**config.mk**
```make
export PLATFORM = sky130hd
export DESIGN_NAME = result_mux_pipe
export DESIGN_NICKNAME = d
export VERILOG_FILES = /design/src/rtl/alu_pkg.sv /design/src/rtl/mux_nbit.sv /design/src/rtl/result_mux_pipe.sv
export SDC_FILE = /design/constraint.sdc
export NUM_CORES = 1
export LEC_CHECK = 0
export ABC_AREA = 1
export CORE_ASPECT_RATIO = 0.7
export CORE_MARGIN = 3
export CORE_UTILIZATION = 36
export DETAILED_ROUTE_END_ITERATION = 10
export PLACE_DENSITY = 0.79
export SKIP_LAST_GASP = 1
export SLEW_MARGIN = 15
export SYNTH_ARGS = -nofsm -noshare
export SYNTH_HDL_FRONTEND = slang
export SYNTH_HIERARCHICAL = 1
export SYNTH_SLANG_ARGS = --single-unit
```
**constraint.sdc**
```tcl
create_clock -name clk -period 2 [get_ports clk]
set_input_delay 0.3 -clock clk [delete_from_list [all_inputs] [get_ports clk]]
set_output_delay 0.3 -clock clk [all_outputs]
set_load 0.05 [all_outputs]
```
**src/rtl/alu_pkg.sv**
```systemverilog
// Shared ALU definitions: default datapath sizes and result-source indices
// used to steer the result selector.
package alu_pkg;

  localparam int unsigned ALU_W    = 32;
  localparam int unsigned ALU_NSRC = 8;

  localparam int unsigned SRC_ADD = 0;
  localparam int unsigned SRC_SUB = 1;
  localparam int unsigned SRC_AND = 2;
  localparam int unsigned SRC_OR  = 3;
  localparam int unsigned SRC_XOR = 4;
  localparam int unsigned SRC_SHL = 5;
  localparam int unsigned SRC_SHR = 6;
  localparam int unsigned SRC_SLT = 7;

endpackage

```
**src/rtl/mux_nbit.sv**
```systemverilog
// Combinational N-input selector; out-of-range selects yield zero data and
// raise sel_err.
module mux_nbit
  import alu_pkg::*;
#(
  parameter int unsigned WIDTH = ALU_W,
  parameter int unsigned N_IN  = ALU_NSRC,
  localparam int unsigned SEL_W = $clog2(N_IN)
) (
  input  logic [N_IN*WIDTH-1:0] in_data,
  input  logic [SEL_W-1:0]      sel,
  output logic [WIDTH-1:0]      data,
  output logic                  zero,
  output logic                  sel_err
);

  logic [31:0] sel_ext;

  assign sel_ext = {{(32-SEL_W){1'b0}}, sel};

  always_comb begin
    data    = '0;
    sel_err = (sel_ext >= N_IN);
    for (int unsigned k = 0; k < N_IN; k++) begin
      if (sel_ext == k) begin
        data = in_data[k*WIDTH +: WIDTH];
      end
    end
  end

  assign zero = ~|data;

endmodule

```
**src/rtl/result_mux_pipe.sv**
```systemverilog
// Registered N-input result selector with a valid/ready handshake and a
// two-entry skid buffer so that in_ready comes straight from a flop.
module result_mux_pipe
  import alu_pkg::*;
#(
  parameter int unsigned WIDTH = ALU_W,
  parameter int unsigned N_IN  = ALU_NSRC,
  localparam int unsigned SEL_W = $clog2(N_IN)
) (
  input  logic                  clk,
  input  logic                  rst,
  input  logic                  in_valid,
  output logic                  in_ready,
  input  logic [N_IN*WIDTH-1:0] in_data,
  input  logic [SEL_W-1:0]      in_sel,
  output logic                  out_valid,
  input  logic                  out_ready,
  output logic [WIDTH-1:0]      out_data,
  output logic                  out_zero,
  output logic                  out_sel_err
);

  logic [WIDTH-1:0] sel_data;
  logic             sel_zero;
  logic             sel_err;

  mux_nbit #(
    .WIDTH (WIDTH),
    .N_IN  (N_IN)
  ) u_mux (
    .in_data (in_data),
    .sel     (in_sel),
    .data    (sel_data),
    .zero    (sel_zero),
    .sel_err (sel_err)
  );

  logic [1:0]       count_q, count_d;
  logic             in_ready_q, in_ready_d;
  logic [WIDTH-1:0] r0_data_q, r0_data_d;
  logic             r0_zero_q, r0_zero_d;
  logic             r0_err_q, r0_err_d;
  logic [WIDTH-1:0] r1_data_q, r1_data_d;
  logic             r1_zero_q, r1_zero_d;
  logic             r1_err_q, r1_err_d;
  logic             accept;
  logic             drain;

  assign accept = in_valid & in_ready_q;
  assign drain  = (count_q != 2'd0) & out_ready;

  always_comb begin
    count_d   = count_q;
    r0_data_d = r0_data_q;
    r0_zero_d = r0_zero_q;
    r0_err_d  = r0_err_q;
    r1_data_d = r1_data_q;
    r1_zero_d = r1_zero_q;
    r1_err_d  = r1_err_q;
    case (count_q)
      2'd0: begin
        if (accept) begin
          r0_data_d = sel_data;
          r0_zero_d = sel_zero;
          r0_err_d  = sel_err;
          count_d   = 2'd1;
        end
      end
      2'd1: begin
        if (accept && drain) begin
          r0_data_d = sel_data;
          r0_zero_d = sel_zero;
          r0_err_d  = sel_err;
        end else if (accept) begin
          r1_data_d = sel_data;
          r1_zero_d = sel_zero;
          r1_err_d  = sel_err;
          count_d   = 2'd2;
        end else if (drain) begin
          count_d = 2'd0;
        end
      end
      2'd2: begin
        // in_ready is low here, so only a drain can happen
        if (drain) begin
          r0_data_d = r1_data_q;
          r0_zero_d = r1_zero_q;
          r0_err_d  = r1_err_q;
          count_d   = 2'd1;
        end
      end
      default: count_d = 2'd0;
    endcase
    in_ready_d = (count_d != 2'd2);
  end

  always_ff @(posedge clk) begin
    if (rst) begin
      count_q    <= 2'd0;
      in_ready_q <= 1'b0;
      r0_data_q  <= '0;
      r0_zero_q  <= 1'b0;
      r0_err_q   <= 1'b0;
      r1_data_q  <= '0;
      r1_zero_q  <= 1'b0;
      r1_err_q   <= 1'b0;
    end else begin
      count_q    <= count_d;
      in_ready_q <= in_ready_d;
      r0_data_q  <= r0_data_d;
      r0_zero_q  <= r0_zero_d;
      r0_err_q   <= r0_err_d;
      r1_data_q  <= r1_data_d;
      r1_zero_q  <= r1_zero_d;
      r1_err_q   <= r1_err_d;
    end
  end

  assign in_ready    = in_ready_q;
  assign out_valid   = (count_q != 2'd0);
  assign out_data    = r0_data_q;
  assign out_zero    = r0_zero_q;
  assign out_sel_err = r0_err_q;

endmodule

```
== After elaboration in Yosys (flattened, before gate mapping) ==
Index checks and enable logic that the tools add are counted.
Cells by class
  equality and inequality tests: 13
  magnitude comparators: 1
  muxes and demuxes: 26
  reduce and logical (&&, ||, !) cells: 9
  bitwise operators: 3
Operators with widths (count)
  2-to-1 mux 32 bit: 11
  case mux 32 bit (3 select lines): 1
  logical NOT 32 bit: 1
  OR reduction 32 bit: 1
  == test 3 bit (second input constant): 4
  2-to-1 mux 2 bit: 5
  inequality test 2 bit (second input constant): 4
  == test 3 x 2 -> 1 bit (second input constant): 2
  2-to-1 mux 1 bit: 6
  case mux 1 bit (3 select lines): 2
  case mux 2 bit (3 select lines): 1
  greater-or-equal comparator 3 x 4 -> 1 bit (second input constant): 1
  AND reduction 4 bit: 1
  == test 3 x 1 -> 1 bit (second input constant): 1
  AND reduction 3 bit: 1
  nonzero test 3 bit: 1
  AND 1 bit: 2
  == test 2 x 1 -> 1 bit (second input constant): 1
  == test 2 bit (second input constant): 1
  logical NOT 2 bit: 1
  nonzero test 2 bit: 1
  logical AND 1 bit: 1
  logical NOT 1 bit: 1
  NOT 1 bit: 1
Word-level totals
  output and inout port bits: 36
  flip-flop bits (word level): 71

== Logic depth before layout (Yosys ltp) ==
Gate-level depths: netlist of the first run.
  depth in word-level cells: 13
  depth in mapped cells: 17
  depth with buffers taken out: 16

== Hierarchy ==
The synthesis of the first run kept the hierarchy.
By module, submodules not included
  result_mux_pipe: instances 1, cells each 491, seq. area each 1421.4 um2, area an instance 3124.2 um2
  mux_nbit: instances 1, cells each 471, seq. area each 0.0 um2, area an instance 2180.8 um2

== Worst setup path before layout of the first run ==
No wires, ideal clock.
  path type: input to register
  start point: input port in_sel[1]
  end point: register r0_zero_q (netlist: out_zero)
  path buffers: 2
  setup slack: 0.079 ns
  setup time: 0.113 ns
  data required time: 1.887 ns
  cell stages on the path: 15
  arrival: 1.808 ns
  cells stage by stage: buf_2 > inv_1 > nor3_2 > clkbuf_1 > nand2_1 > nand4_1 > nor2_1 > nand2_1 > nor2_1 > nand2_1 > nor2_1 > nand2_1 > nand2_1 > nor2_1 > nor2_1
On the way
  longest elaborated chain between the ends: 13
RTL lines
  start: declaration: line result_mux_pipe.sv:15  | input logic [SEL_W-1:0] in_sel,
  logical NOT 32 bit: line mux_nbit.sv:25  | if (sel_ext == k) begin
  2-to-1 mux 32 bit (7 in a row): line mux_nbit.sv:25
  2-to-1 mux 32 bit (*): line mux_nbit.sv:25
  named net sel_data[21]: line result_mux_pipe.sv:23  | logic [WIDTH-1:0] sel_data;
  OR reduction 32 bit (*): line mux_nbit.sv:31  | assign zero = ~|data;
  logical NOT 1 bit (*): line mux_nbit.sv:31
  named net sel_zero: line result_mux_pipe.sv:24  | logic sel_zero;
  2-to-1 mux 1 bit (on tied branches): line result_mux_pipe.sv:70, result_mux_pipe.sv:62
  case mux 1 bit (3 select lines) (*): line result_mux_pipe.sv:60  | case (count_q)
  end signal: assignment: line result_mux_pipe.sv:111  | r0_zero_q <= r0_zero_d;
  end: declaration: line result_mux_pipe.sv:41  | logic r0_zero_q, r0_zero_d;
The timed path passes the listed nets; every way through them passes the cells marked *. The select of a mux whose other input is x is not followed.
A chain may end at the register's enable or synchronous reset.

== Worst setup path in the final report of the first run ==
  start point: input port in_sel[2]
  end point: register r0_zero_q (netlist: out_zero)
The elaborated chain is that of the path after synthesis.

==> results of run 1 <==
[power by group]
group,internal [mW],switching (mW)
Sequential,1.49,0.0381
Clock,0.826,0.610
Combinational,0.963,0.935
Total,3.27,1.58
[final cells by class]
class | count | area (µm²) | area share [%]
tap | 190 | 237.7 | 2.511
timing repair buffer | 383 | 3905 | 41.24
sequential | 71 | 1421 | 15.01
inverter | 75 | 294.0 | 3.105
clock buffer | 9 | 225.2 | 2.378
multi-input combinational | 748 | 3347 | 35.35
clock inverter | 6 | 38.79 | 0.4096
[critical path: cells and delay by family]
family / cells / cell delay [ps]
simple gates: 14 / 1300
buf+inv: 4 / 570
[repair_timing]
action,4_1_cts,5_1_grt
buffers inserted,4,5
pin swaps,9,23
endpoints found under the setup margin,35,2
gates resized for setup,18,29
cloned,1,1
[through the flow]
| stage | hold WS [ps] | instances | setup TNS [ps] | area, µm² | utilization, % |
|---|---|---|---|---|---|
| after global placement | 476.9 | 1456 | -20290 | 8981 | 63.50 |
| after global routing | 523.6 | 1482 | -43.49 | 9469 | 66.95 |
| final | 512.9 | 1482 | 0 | 9469 | 66.95 |
| after CTS | 507.7 | 1476 | -4.811 | 9325 | 65.93 |
| after floorplan | 369.1 | 962 | 0 | 5305 | - |
| after detailed placement | 493.2 | 1456 | -22990 | 8981 | 63.50 |
[synth_stat cells]
| cell type | instances | area (µm²) |
|---|---|---|
| buf_8 | 1 | 15.01 |
| nor2_2 | 10 | 62.56 |
| conb_1 | 1 | 3.750 |
| nand4_1 | 126 | 788.3 |
| o21ai_1 | 3 | 15.01 |
| nor3b_1 | 2 | 15.01 |
| inv_2 | 4 | 15.01 |
| nand3_1 | 36 | 180.2 |
| clkbuf_1 | 28 | 105.1 |
| nand2_1 | 315 | 1182 |
| buf_1 | 5 | 18.77 |
| nand2_2 | 3 | 18.77 |
| buf_4 | 2 | 15.01 |
| a31oi_1 | 1 | 6.260 |
| nor3_1 | 1 | 5.000 |
| buf_2 | 31 | 155.2 |
| a21oi_1 | 2 | 10.01 |
| buf_6 | 1 | 11.26 |
| nor3_2 | 4 | 40.04 |
| nor2_1 | 213 | 799.5 |
| inv_1 | 71 | 266.5 |
| o21ai_0 | 31 | 155.2 |
| dfxtp_1 | 71 | 1421 |
[per-layer routing]
metal / vias up / wire (µm)
li1: 3740 / -
met1: 3343 / 9705
met2: 419 / 11370
met3: 67 / 2510
met4: 0 / 918
met5: - / 0
[worst min-delay path by stage]
stage             startpoint            end  depth (start not counted)
5_1_grt        r1_data_q[30]  r1_data_q[30]                          2
4_1_cts         r1_data_q[1]   r1_data_q[1]                          2
6_report        r1_data_q[1]   r1_data_q[1]                          2
3_5_place_dp    r1_data_q[1]   r1_data_q[1]                          2
2_1_floorplan            rst     count_q[0]                          1
3_3_place_gp   r1_data_q[30]  r1_data_q[30]                          2
[cell families after synthesis]
logic type,after synthesis
flip-flops,71
buffers and inverters,143
other,1
AND/OR/NAND/NOR,710
AO/OA/AOI/OAI,37
[cells in the final DEF, fill, tap and decap left out, types with 2 or more instances in the layout]
master / Yosys / layout
nand2_1: 315 / 313
clkdlybuf4s50_1: 0 / 292
nor2_1: 213 / 203
nand4_1: 126 / 126
dfxtp_1: 71 / 71
inv_1: 71 / 70
buf_4: 2 / 62
nand3_1: 36 / 36
o21ai_0: 31 / 31
nor2_2: 10 / 19
buf_12: 0 / 17
clkbuf_16: 0 / 10
buf_6: 1 / 6
nand2_2: 3 / 5
nor3_4: 0 / 4
inv_2: 4 / 3
o21ai_1: 3 / 3
clkinv_2: 0 / 3
nor3b_1: 2 / 2
a21oi_1: 2 / 2
clkinvlp_4: 0 / 2
buf_8: 1 / 2
[registers in the layout, summed over array words and instances, names as in the netlist]
name         flops
count_q          2
in_ready         1
out_data        32
out_sel_err      1
out_zero         1
r1_data_q       32
r1_err_q         1
r1_zero_q        1
==> results.toml, run 1 <==
[logic_synthesis]
synthDistinctLibCells = 23
synth_nets = 1225
synth-seq-cells = 71
synth_fa_ha_area_share_pct = 0
synth-xor-area-share_pct = 0
synth_mux_area_share_pct = 0
syn_area_um2 = 5305
yosysWarnings = 6
syn_area_per_cell_um2 = 5.515
synth_compound_gate_area_share_pct = 3.514
synth-seq-area-share_pct = 26.79
yosys.area_share.simple_pct = 58.28
syn_inst = 962
synth_top_family_by_area = "simple AND/OR/NAND/NOR gates"

[timing]
final.period_utilization_pct = 96.46
timing.final.ws_setup_ps = 70.85
period_minus_slack_ps = 1929
setup_viol = 0
fmax_ghz = 0.5184
rsz0062_at_grt = "true"
skew_ps = 4.240
slew_viol_final = 0
worst_pin_slew_ps = 548.3
max_slew_margin_pct = 63.33
hold_violations = 0

[detailed_routing]
routed_wl_um = 24510
dr.pass1.iters = 5
wire_per_inst_um = 16.54
antenna_left = 0
drt-initial-drc-count = 620
drc = 0
viasPerCell = 5.107
vias = 7569

[setup_path]
path_cells = "buf_4, buf_6, nor3_4, buf_4, buf_4, nand2_1, nand4_1, nor2_1, nand4_1, nor2_2, nand2_1, nor2_1, nand2_1, nor2_2, nand2_1, nand2_1, nor2_1, nor2_1"
critPathMaxStageDelay_ps = 360
end_kind = "register"
cp_common_cell = "nand2_1"
worstPathMaxFanout = 6
worstPathRequired_ps = 2230
path_class = "primary input to register"
timing.reg2reg.worst_path_depth = 8
r2r_slack_ps = 560
cp_slowest_cell = "nor3_4"
crit_arrival_ps = 2160
crit_path_end = "out_zero"
startpoint = "in_sel[2]"
r2r-end = "out_data[15]"
r2r_start = "count_q[0]"
cp-start-kind = "primary input"

[cells_and_area]
n_fill_cell = 1242
synthToLayoutAreaGrowth_pct = 78.49
diodes = 0
nets = 1551
drive_gt1_share_pct = 10.76

[clocking]
cts_tree = "done"
clk_pin_slew_ps = 60
root_buffer = "clkbuf_16"
cts_buffer_depth = 2
cts_hold_buf = 0
insertion_delay_ps = 340
clock_sinks = 71
numCtsBuffers = 9
cts_max_level = 3

[die]
die_width_um = 151.1
die_area_um2 = 16250
start_util_pct = 37.51
io_pins = 299
core-area_um2 = 14140
num_rows = 36
die_y_um = 107.6

[grt]
globalRouteOverflowTotal = 0
track_usage_pct = 29.52
grtUsageMet2_pct = 48.58
grt_max_degree = 69
use_met1_pct = 37.27
grt_first_pass_wirelength_um = 37510
top_usage_layer = "met2"
grt_pass1_vias = 7317
antenna_found_initial = 0
met3_usage_pct = 7.239

[placed_design]
dpl.hpwl_um = 19240
dp_slack_ps = -785.1
numPortBuffers = 298
routabilityCongestion = 0.9588

[flow_run]
drv_cap = 0

[status]
outcome = "finished clean"

[power_and_ir_drop]
peakVddDrop_mv = 0.3946
power_mw = 4.857
leakagePower_nw = 4.275
power_density_nw_per_um2 = 513.0

[hold_path]
hp-class = "register to register"
Note: power is estimated with default switching activity, not from simulation.
==> inputs of run 2 (changes only) <==
Settings changed: GPL_ROUTABILITY_DRIVEN from default to 0.
==> run 2 against run 1 <==
  * The flow now finishes with violations (negative setup slack)
  * First-iteration DRC count up 12%
  * Clock-buffer cell count unchanged
  * Final area up 2.4%
  * Register-to-register slack worse by 20 ps
  * Core utilization up 1.6 points
  * Via count up 1.4%
  * Sequential cell count unchanged
  * Cell count up 1.3%
  * Non-clock buffer count up 18
  * Hold slack worse by 2.8 ps
  * Clock skew up 5.9 ps
  * Die area unchanged
  * Highest routed layer unchanged
==> results.toml, run 2 (synthesis gave the netlist of run 1 again) <==
[status]
outcome = "finished, violations left"
violations = "negative setup slack"

[setup_path]
crit_arrival_ps = 2310
crit_buf_inv = 3
cp-start-kind = "primary input"
r2r-end = "out_data[28]"
worstPathMaxFanout = 24
critPathMaxStageDelay_ps = 220
r2r_slack_ps = 540
path_class = "primary input to register"
r2r_start = "count_q[0]"
crit_family = "simple AND/OR/NAND/NOR gates"
worstPathRequired_ps = 2270
timing.reg2reg.worst_path_depth = 8
cp_slowest_cell = "nor2_2"
end_kind = "register"
path_cells = "buf_12, buf_12, buf_6, nand4_1, nand4_1, nor2_2, nand4_1, nor2_1, nand2_1, nor2_1, nand2_1, nor2_4, nand2_1, nand2_1, nor2_1, nor2_1"

[timing]
slew_viol_final = 0
hold_slack_ps = 510.1
fin_setup_tns_ps = -33.83
max_slew_margin_pct = 51.90
rsz0062_at_grt = "true"
period_minus_slack_ps = 2034
worst_pin_slew_ps = 719.2
final.period_utilization_pct = 101.7
setup_viol = 1
skew_ps = 10.15
fmax_ghz = 0.4917
hold_violations = 0
timing.final.ws_setup_ps = -33.83

[grt]
track_usage_pct = 29.27
antenna_found_initial = 0
grt_first_pass_wirelength_um = 37180
grt_max_degree = 69
globalRouteOverflowTotal = 0
top_usage_layer = "met2"
use_met1_pct = 37.42
grt_pass1_vias = 7255
met3_usage_pct = 7.071
grtUsageMet2_pct = 48.90

[power_and_ir_drop]
leakagePower_nw = 4.427
power_density_nw_per_um2 = 520.1
peakVddDrop_mv = 0.4475
power_mw = 5.045

[clocking]
clock_sinks = 71
cts_tree = "done"
insertion_delay_ps = 340
root_buffer = "clkbuf_16"
cts_max_level = 3
clk_pin_slew_ps = 60
cts_hold_buf = 0
cts_buffer_depth = 2
numCtsBuffers = 9

[detailed_routing]
drt-initial-drc-count = 694
antenna_left = 0
drc = 0
wire_per_inst_um = 16.83
dr.pass1.iters = 5
routed_wl_um = 25280
vias = 7672
viasPerCell = 5.108

[die]
die_area_um2 = 16250
num_rows = 36
die_y_um = 107.6
core-area_um2 = 14140
die_width_um = 151.1
io_pins = 299
start_util_pct = 37.51

[cells_and_area]
stdcell_area_um2 = 9701
synthToLayoutAreaGrowth_pct = 82.85
final_cell_mix = "nand2_1 (312), clkdlybuf4s50_1 (290), nor2_1 (202)"
drive_gt1_share_pct = 12.35
diodes = 0
nets = 1570
final_common_cell = "nand2_1"

[hold_path]
whs_endpoint = "out_data[24]"
hold_path.startpoint = "out_data[24]"
hp-class = "register to register"
min_path_cells = 4

[flow_run]
drv_cap = 0

[placed_design]
numPortBuffers = 298
dpl.hpwl_um = 18600
dp_slack_ps = -968.5
placed_area_um2 = 8851
==> run 2: repair_timing <==
| action | in CTS | in global routing |
|---|---|---|
| pin swaps | 17 | 38 |
| setup endpoints to repair | 66 | 3 |
| cloned | 3 | 4 |
| buffers inserted | 17 | 12 |
| resized for setup | 31 | 42 |
==> run 2: area by class of cell <==
cell class	instances	area [µm²]
clock buffer	9	225.2
timing repair buffer	401	4071
tap	190	237.7
multi-input combinational	749	3378
sequential	71	1421
inverter	75	300.3
fill	1231	4443
clock inverter	7	66.31
==> run 2: tightest hold or removal path: stages, from the launching register on <==
cell and delay [ps]:
dfxtp_1 310, inv_1 50, nand2_1 40, nand2_1 50
nor2_1 30
==> run 2: how the worst max path moves through the flow <==
| stage | slack (ps) | startpoint | depth (start not counted) | to |
|---|---|---|---|---|
| after detailed placement | -970 | in_sel[0] | 14 | out_zero |
| after global routing | -140 | in_sel[0] | 18 | out_zero |
| after global placement | -930 | in_sel[0] | 14 | out_zero |
| after floorplan | 80 | in_sel[1] | 15 | out_zero |
| final | -30 | in_sel[1] | 16 | out_zero |
| after CTS | 2 | in_sel[1] | 16 | out_zero |
==> run 2: routing by layer <==
| metal | share of wire [%] | up-vias |
|---|---|---|
| li1 | - | 3797 |
| met5 | 0 | - |
| met1 | 40 | 3429 |
| met3 | 10 | 53 |
| met2 | 47 | 393 |
| met4 | 3.1 | 0 |
==> run 2: per-stage QoR <==
stage          util (%)  instances
2_1_floorplan         -        962
3_3_place_gp      62.58       1452
3_5_place_dp      62.58       1452
4_1_cts           66.61       1488
5_1_grt           68.59       1502
6_report          68.59       1502
==> run 2: report_power, final <==
part | internal, mW | total, mW | switching (mW)
clock | 0.879 | 1.58 | 0.697
sequential | 1.48 | 1.52 | 0.0383
combinational | 0.990 | 1.95 | 0.956
==> inputs of run 3 (changes only) <==
Settings changed: MAX_ROUTING_LAYER from default to met4.
==> run 3 against run 2 <==
  * The run still ends with negative setup slack left
  * Core utilization stayed put
  * Cell count stayed put
  * Critical path depth is 2 lower
  * Hold slack hardly changed
  * Sequential cell count stayed put
  * Clock-buffer cell count stayed put
  * Clock power hardly changed
  * Wire length is 0.56% higher
  * Critical endpoint unchanged
  * Largest cell class unchanged
==> results.toml, run 3 (synthesis gave the netlist of run 1 again) <==
[status]
outcome = "finished, violations left"
violations = "negative setup slack"

[setup_path]
worstPathMaxFanout = 2
crit_arrival_ps = 2300
crit_family = "simple AND/OR/NAND/NOR gates"
crit_buf_inv = 1
path_cells = "clkdlybuf4s50_1, nand4_1, nand4_1, nor2_2, nand4_1, nor2_1, nand2_1, nor2_2, nand2_2, nor2_4, nand2_1, nand2_1, nor2_1, nor2_1"
critPathMaxStageDelay_ps = 420
path_class = "primary input to register"
end_kind = "register"
worstPathRequired_ps = 2270
cp_slowest_cell = "clkdlybuf4s50_1"
cp-start-kind = "primary input"

[timing]
slew_viol_final = 0
skew_ps = 9.199
final.period_utilization_pct = 101.3
worst_pin_slew_ps = 691.1
hold_violations = 0
setup_viol = 1
period_minus_slack_ps = 2027
max_slew_margin_pct = 53.78
rsz0062_at_grt = "true"
fmax_ghz = 0.4934
timing.final.ws_setup_ps = -26.67

[clocking]
cts_hold_buf = 0
clk_pin_slew_ps = 60
clock_sinks = 71
cts_buffer_depth = 2
insertion_delay_ps = 340
numCtsBuffers = 9
root_buffer = "clkbuf_16"
cts_max_level = 3
cts_tree = "done"

[cells_and_area]
final_util_pct = 68.59
final_common_cell = "nand2_1"
nets = 1570
n_fill_cell = 1233
fin_cells = 1502
drive_gt1_share_pct = 12.35
final_cell_mix = "nand2_1 (312), clkdlybuf4s50_1 (290), nor2_1 (202)"
multi_input_area_um2 = 3378
synthToLayoutAreaGrowth_pct = 82.85
diodes = 0
seq_area_um2 = 1421

[detailed_routing]
wl_met2_um = 11810
routed_wl_um = 25420
met1Wirelength_um = 10170
dr.pass1.iters = 6
highest_layer = "met4"
drc = 0
wire_per_inst_um = 16.93
viasPerCell = 5.188
wl_met3_um = 2628
vias = 7792
antenna_left = 0
drt-initial-drc-count = 728

[die]
num_rows = 36
start_util_pct = 37.51
core-area_um2 = 14140
die_width_um = 151.1
die_y_um = 107.6
die_area_um2 = 16250
io_pins = 299

[grt]
grt_pass1_vias = 7288
antenna_found_initial = 0
grt_max_degree = 69
grt_first_pass_wirelength_um = 37070
track_usage_pct = 30.03
globalRouteOverflowTotal = 0

[power_and_ir_drop]
peakVddDrop_mv = 0.4503
power_density_nw_per_um2 = 520.2
leakagePower_nw = 4.427

[placed_design]
dpl.cell_count = 1452
dpl.hpwl_um = 18600
numPortBuffers = 298

[hold_path]
hp-class = "register to register"

[flow_run]
drv_cap = 0
==> run 3: per-stage QoR <==
stage,worst slack (ps),setup TNS [ps],cell area [µm²],hold WS (ps),total power [mW]
2_1_floorplan,79.23,0,5305,369.1,2.344
3_3_place_gp,-928.8,-33550,8851,478.5,3.322
3_5_place_dp,-968.5,-36290,8851,495.7,3.334
4_1_cts,1.945,0,9422,512.6,4.974
5_1_grt,-144.8,-144.8,9701,541.6,5.280
6_report,-26.67,-26.67,9701,510.2,5.046
==> run 3: area by class of cell <==
type                            instances  area share (%)
Inverter                               75           3.096
Clock buffer                            9           2.322
Clock inverter                          7          0.6836
Tap cell                              190           2.451
Multi-Input combinational cell        749           34.83
Sequential cell                        71           14.65
Timing Repair Buffer                  401           41.97
==> run 3: what timing repair did <==
item / in CTS / in global routing
setup buffers: 17 / 12
endpoints found under the setup margin: 66 / 3
pin swaps: 17 / 38
gates cloned: 3 / 4
resized for setup: 31 / 42
endpoints found under the hold margin: 0 / 0
==> run 3: worst register-to-register path, stage by stage, from the launching register on <==
cell	delay (ps)
dfxtp_1	340
inv_2	70
nand2_2	70
inv_2	410
buf_4	250
nand2_1	50
nand2_1	70
nor2_2	40
nor2_1	100
==> run 3: report_power, final <==
| group | total (mW) | switching, mW | internal [mW] |
|---|---|---|---|
| logic | 1.95 | 0.958 | 0.990 |
| registers | 1.52 | 0.0385 | 1.48 |
| clock network | 1.58 | 0.697 | 0.879 |
==> run 3: path summary, 6_finish.rpt <==
check	to	from	depth (start not counted)	slack (ps)
min reg2reg	out_data[24]	out_data[24]	4	510
max	out_zero	in_data[74]	14	-30
min	out_data[24]	out_data[24]	4	510
max reg2reg	out_data[28]	count_q[0]	8	540
==> run 3: metal layers <==
metal | global-route usage [%] | vias to the layer above
li1 | - | 3794
met1 | 37.50 | 3479
met2 | 49.00 | 448
met3 | 6.608 | 71
met4 | 8.732 | 0
met5 | - | -
==> edit 1 (flow settings as in run 1) <==
Reset style: asynchronous (`rst`), changed in one clocked block.
--- a/src/rtl/result_mux_pipe.sv
+++ b/src/rtl/result_mux_pipe.sv
@@ -94,7 +94,7 @@
     in_ready_d = (count_d != 2'd2);
   end
 
-  always_ff @(posedge clk) begin
+  always_ff @(posedge clk or posedge rst) begin
     if (rst) begin
       count_q    <= 2'd0;
       in_ready_q <= 1'b0;
Formal check against the unedited RTL: differs if rst is asserted again (counterexample within 4 cycles, from zero or initial values and one cycle with rst high); with rst held inactive, the same outputs for 10 cycles.
==> edit 1 against run 1 <==
- sequential cell count stayed put
- area after synthesis is 3.3% higher
- routed wire length grew 5.5%
- utilization is 2.7 points lower
- design area grew 0.58%
- via count down 0.74%
- setup slack got worse by 0.017 ns
- non-clock buffer count decreased by 6
Power is not compared: it rests on default switching activity, and its combinational part moved more than twofold at a synthesized area within 25%.
==> edit 1: results (changes against run 1) <==
stage;metric;value;unit;change
placement;DPL Wire Length;20.68;mm;+7.4%
placement;GPL Wtd Cong;1.022;;+6.6%
logic_synthesis;ys async rst share;1.000;;+1.000
outcome;status;finished clean;;
route;final wirelength;25.86;mm;+5.5%
critical_path;Slowest-stage cell, CP;clkdlybuf4s50_1;;
route;DR WL met3;2.383;mm;-5.1%
global_routing;GR Util met1;0.3949;;+0.02227
global_routing;GR Util met3;0.07973;;+0.007340
final_layout;post-route cell area;0.009524;mm^2;+0.58%
global_routing;GRT Resource Usage Total;0.3043;;+0.009057
final_layout;ratio of cells with drive above 1 in the final layout;0.1075;;-0.0001200
worst_hold_path;HP Class;in2async;;
placement;Placement Setup Slack;-0.7412;ns;+0.04391 ns
placement;DP Area;0.009061;mm^2;+0.89%
route;met1 WL;10.65;mm;+9.7%
global_routing;GRT met2 Usage;0.4953;;+0.009456
logic_synthesis;Post-Syn Nets;1156;;-5.6%
timing;relative slew slack;0.6499;;+0.01657
route;drt wl/cell;18.26;um;+10%
route;DR WL met2;12.02;mm;+5.7%
logic_synthesis;ranking of synthesized cells by area;dfrtp_1, nand2_1, nand4_1;;
critical_path;crit path max fanout;2;;-4
timing;clock period minus final worst setup slack;1.947;ns;+0.01744 ns
route;Max Used Layer;met5;;
timing;Hold Slack;0.3512;ns;-0.1618 ns
critical_path;CP max stage delay;0.42;ns;+0.06 ns
critical_path;Reg-to-Reg End;out_data[19];;
logic_synthesis;sequential element share of the synthesized area;0.3243;;+0.05635
timing;worst setup skew after layout;0.004480;ns;+0.0002399 ns
global_routing;vias in the first global route;7455;;+1.9%
logic_synthesis;Synth cell types;22;;-4.3%
## edit 1: cell families (layout without fill, tap and decap cells)
group	Yosys count	count (layout)	share of synthesized area
flip-flops	71	71	0.3243
AND/OR/NAND/NOR	709	709	0.5807
AO/OA/AOI/OAI	2	2	0.001827
buffers and inverters	110	436	0.09249
other	1	3	0.0006844
## edit 1: layout make-up
class,instances,area (um^2)
inverters,43,170.2
diodes,2,5.005
multi-input cells,712,3248
repair buffers,377,3756
flip-flops and latches,71,1777
clock inverters,5,81.33
fillers,1358,5290
well taps,195,244.0
clock buffers,11,242.7
## edit 1: what timing repair did
| item | in CTS | in global routing |
|---|---|---|
| resized for setup | 12 | 25 |
| pin swaps | 6 | 23 |
| endpoints found under the hold margin | 0 | 0 |
| buffers inserted | 1 | 7 |
| setup endpoints to repair | 16 | 4 |
## edit 1: report_power, final
part | internal [W] | total [W] | switching (W)
Clock | 0.00112 | 0.00173 | 0.000601
Combinational | 0.00182 | 0.00484 | 0.00301
Sequential | 0.00205 | 0.00242 | 0.000366
## edit 1: how the worst max path moves through the flow
stage,start,end,cells past startpoint
after floorplan,in_sel[1],out_zero,16
after global placement,in_sel[0],out_zero,16
after detailed placement,in_sel[0],out_zero,16
after CTS,in_sel[0],out_zero,16
after global routing,in_sel[2],out_zero,18
final,in_data[85],out_zero,14
## edit 1: stage by stage
stage | utilization | setup TNS [ns]
after floorplan | - | 0
after global placement | 0.6117 | -17.20
after detailed placement | 0.6117 | -18.56
after CTS | 0.6354 | 0
after global routing | 0.6429 | -0.02845
final | 0.6429 | 0
## edit 1: critical path: cells and delay by family
family / cells / cell delay (ns)
buf+inv: 1 / 0.42
simple gates: 13 / 1.51
==> edit 2 (settings of run 1) <==
Made on the original files. Change the package constant `ALU_W` from 32 to 64.
--- a/src/rtl/alu_pkg.sv
+++ b/src/rtl/alu_pkg.sv
@@ -2,7 +2,7 @@
 // used to steer the result selector.
 package alu_pkg;
 
-  localparam int unsigned ALU_W    = 32;
+  localparam int unsigned ALU_W    = 64;
   localparam int unsigned ALU_NSRC = 8;
 
   localparam int unsigned SRC_ADD = 0;
Interface: changed (resized in_data and out_data); port bits go from 299 to 587. No check against the original RTL was run, so the function may have changed too.
==> edit 2 against run 1 <==
- the run now ends with negative setup slack left
- die area grew 98%
- routed wire length grew to 2.8 times the old value
- area after synthesis grew 100%
- design area grew 100%
- power grew 110%
- first-iteration DRC count grew to 3.2 times the old value
- sequential cell count grew 64
- register-to-register slack lost 0.13 ns
- largest power group unchanged
- setup slack lost 0.23 ns
==> edit 2: results (changes against run 1) <==
stage;metric;value;unit;change
route;Initial DRT Pass Iterations;8;;+3
power;Worst IR Drop VDD;0.0004491;V;+14%
global_routing;first-pass GRT wire length;95.99;mm;+160%
logic_synthesis;Synth Area in Compound Gates;0.03948;;+0.004335
timing;Hold Slack;0.4142;ns;-0.09869 ns
logic_synthesis;Post-Syn Nets;2563;;+110%
power;Static Leakage;9.037;nW;+110%
critical_path;worst reg-to-reg setup slack;0.43;ns;-0.13 ns
power;P_clk;0.00335;W;+130%
outcome;status;complete, but fails checks;;
critical_path;crit path max fanout;19;;+13
logic_synthesis;Post-Syn Instances;2044;;+110%
final_layout;ratio of cells with drive above 1 in the final layout;0.1131;;+0.005539
timing;Setup Viol. Count Final;6;;+6
route;DR WL met2;31.38;mm;+180%
timing;setup ws final;-0.1622;ns;-0.2330 ns
placement;DPL Wire Length;54.35;mm;+180%
power;Comb pwr share;0.398;;+0.007
power;total power;0.01036;W;+110%
placement;Placement Setup Slack;-1.221;ns;-0.4362 ns
logic_synthesis;Synth cell types;26;;+13%
outcome;failing checks;negative setup slack;;
power;Sw Share;0.3379;;+0.01198
placement;I/O Buffers;586;;+97%
global_routing;GRT met2 Usage;0.6477;;+0.1619
route;final wirelength;68.17;mm;+180%
cts;Clock Latency Late Sink;0.42;ns;+0.08 ns
placement;DP Area;0.01810;mm^2;+100%
worst_hold_path;HP Class;in2reg;;
worst_hold_path;hold path startpoint;rst;;
route;DR vias/cell;5.355;;+4.8%
critical_path;CP startpoint;in_sel[0];;
## edit 2: cell count changes in the layout (fill, tap and decap cells not counted), moves of 13 or more
cell / delta
a21oi_1: +78
buf_12: +13
buf_4: +81
clkdlybuf4s50_1: +281
dfxtp_1: +64
diode_2: +28
inv_1: +171
nand2_1: +349
nand3_1: +154
nand4_1: +32
nor2_1: +137
o21ai_0: -31
## edit 2: layout make-up
type                            instances  area, um^2  area share
Clock inverter                          7       117.6    0.006070
Tap cell                              378       473.0     0.02441
Multi-Input combinational cell       1515        6753      0.3485
Antenna cell                           28       70.07    0.003616
Timing Repair Buffer                  773        7802      0.4027
Sequential cell                       135        2703      0.1395
Clock buffer                           23       498.0     0.02570
Inverter                              252       960.9     0.04959
## edit 2: final timing paths
path	end	cells past startpoint
worst max-delay path	out_zero	18
worst min-delay path	count_q[0]	3
worst max register to register	out_data[47]	7
worst min register to register	r1_data_q[46]	2
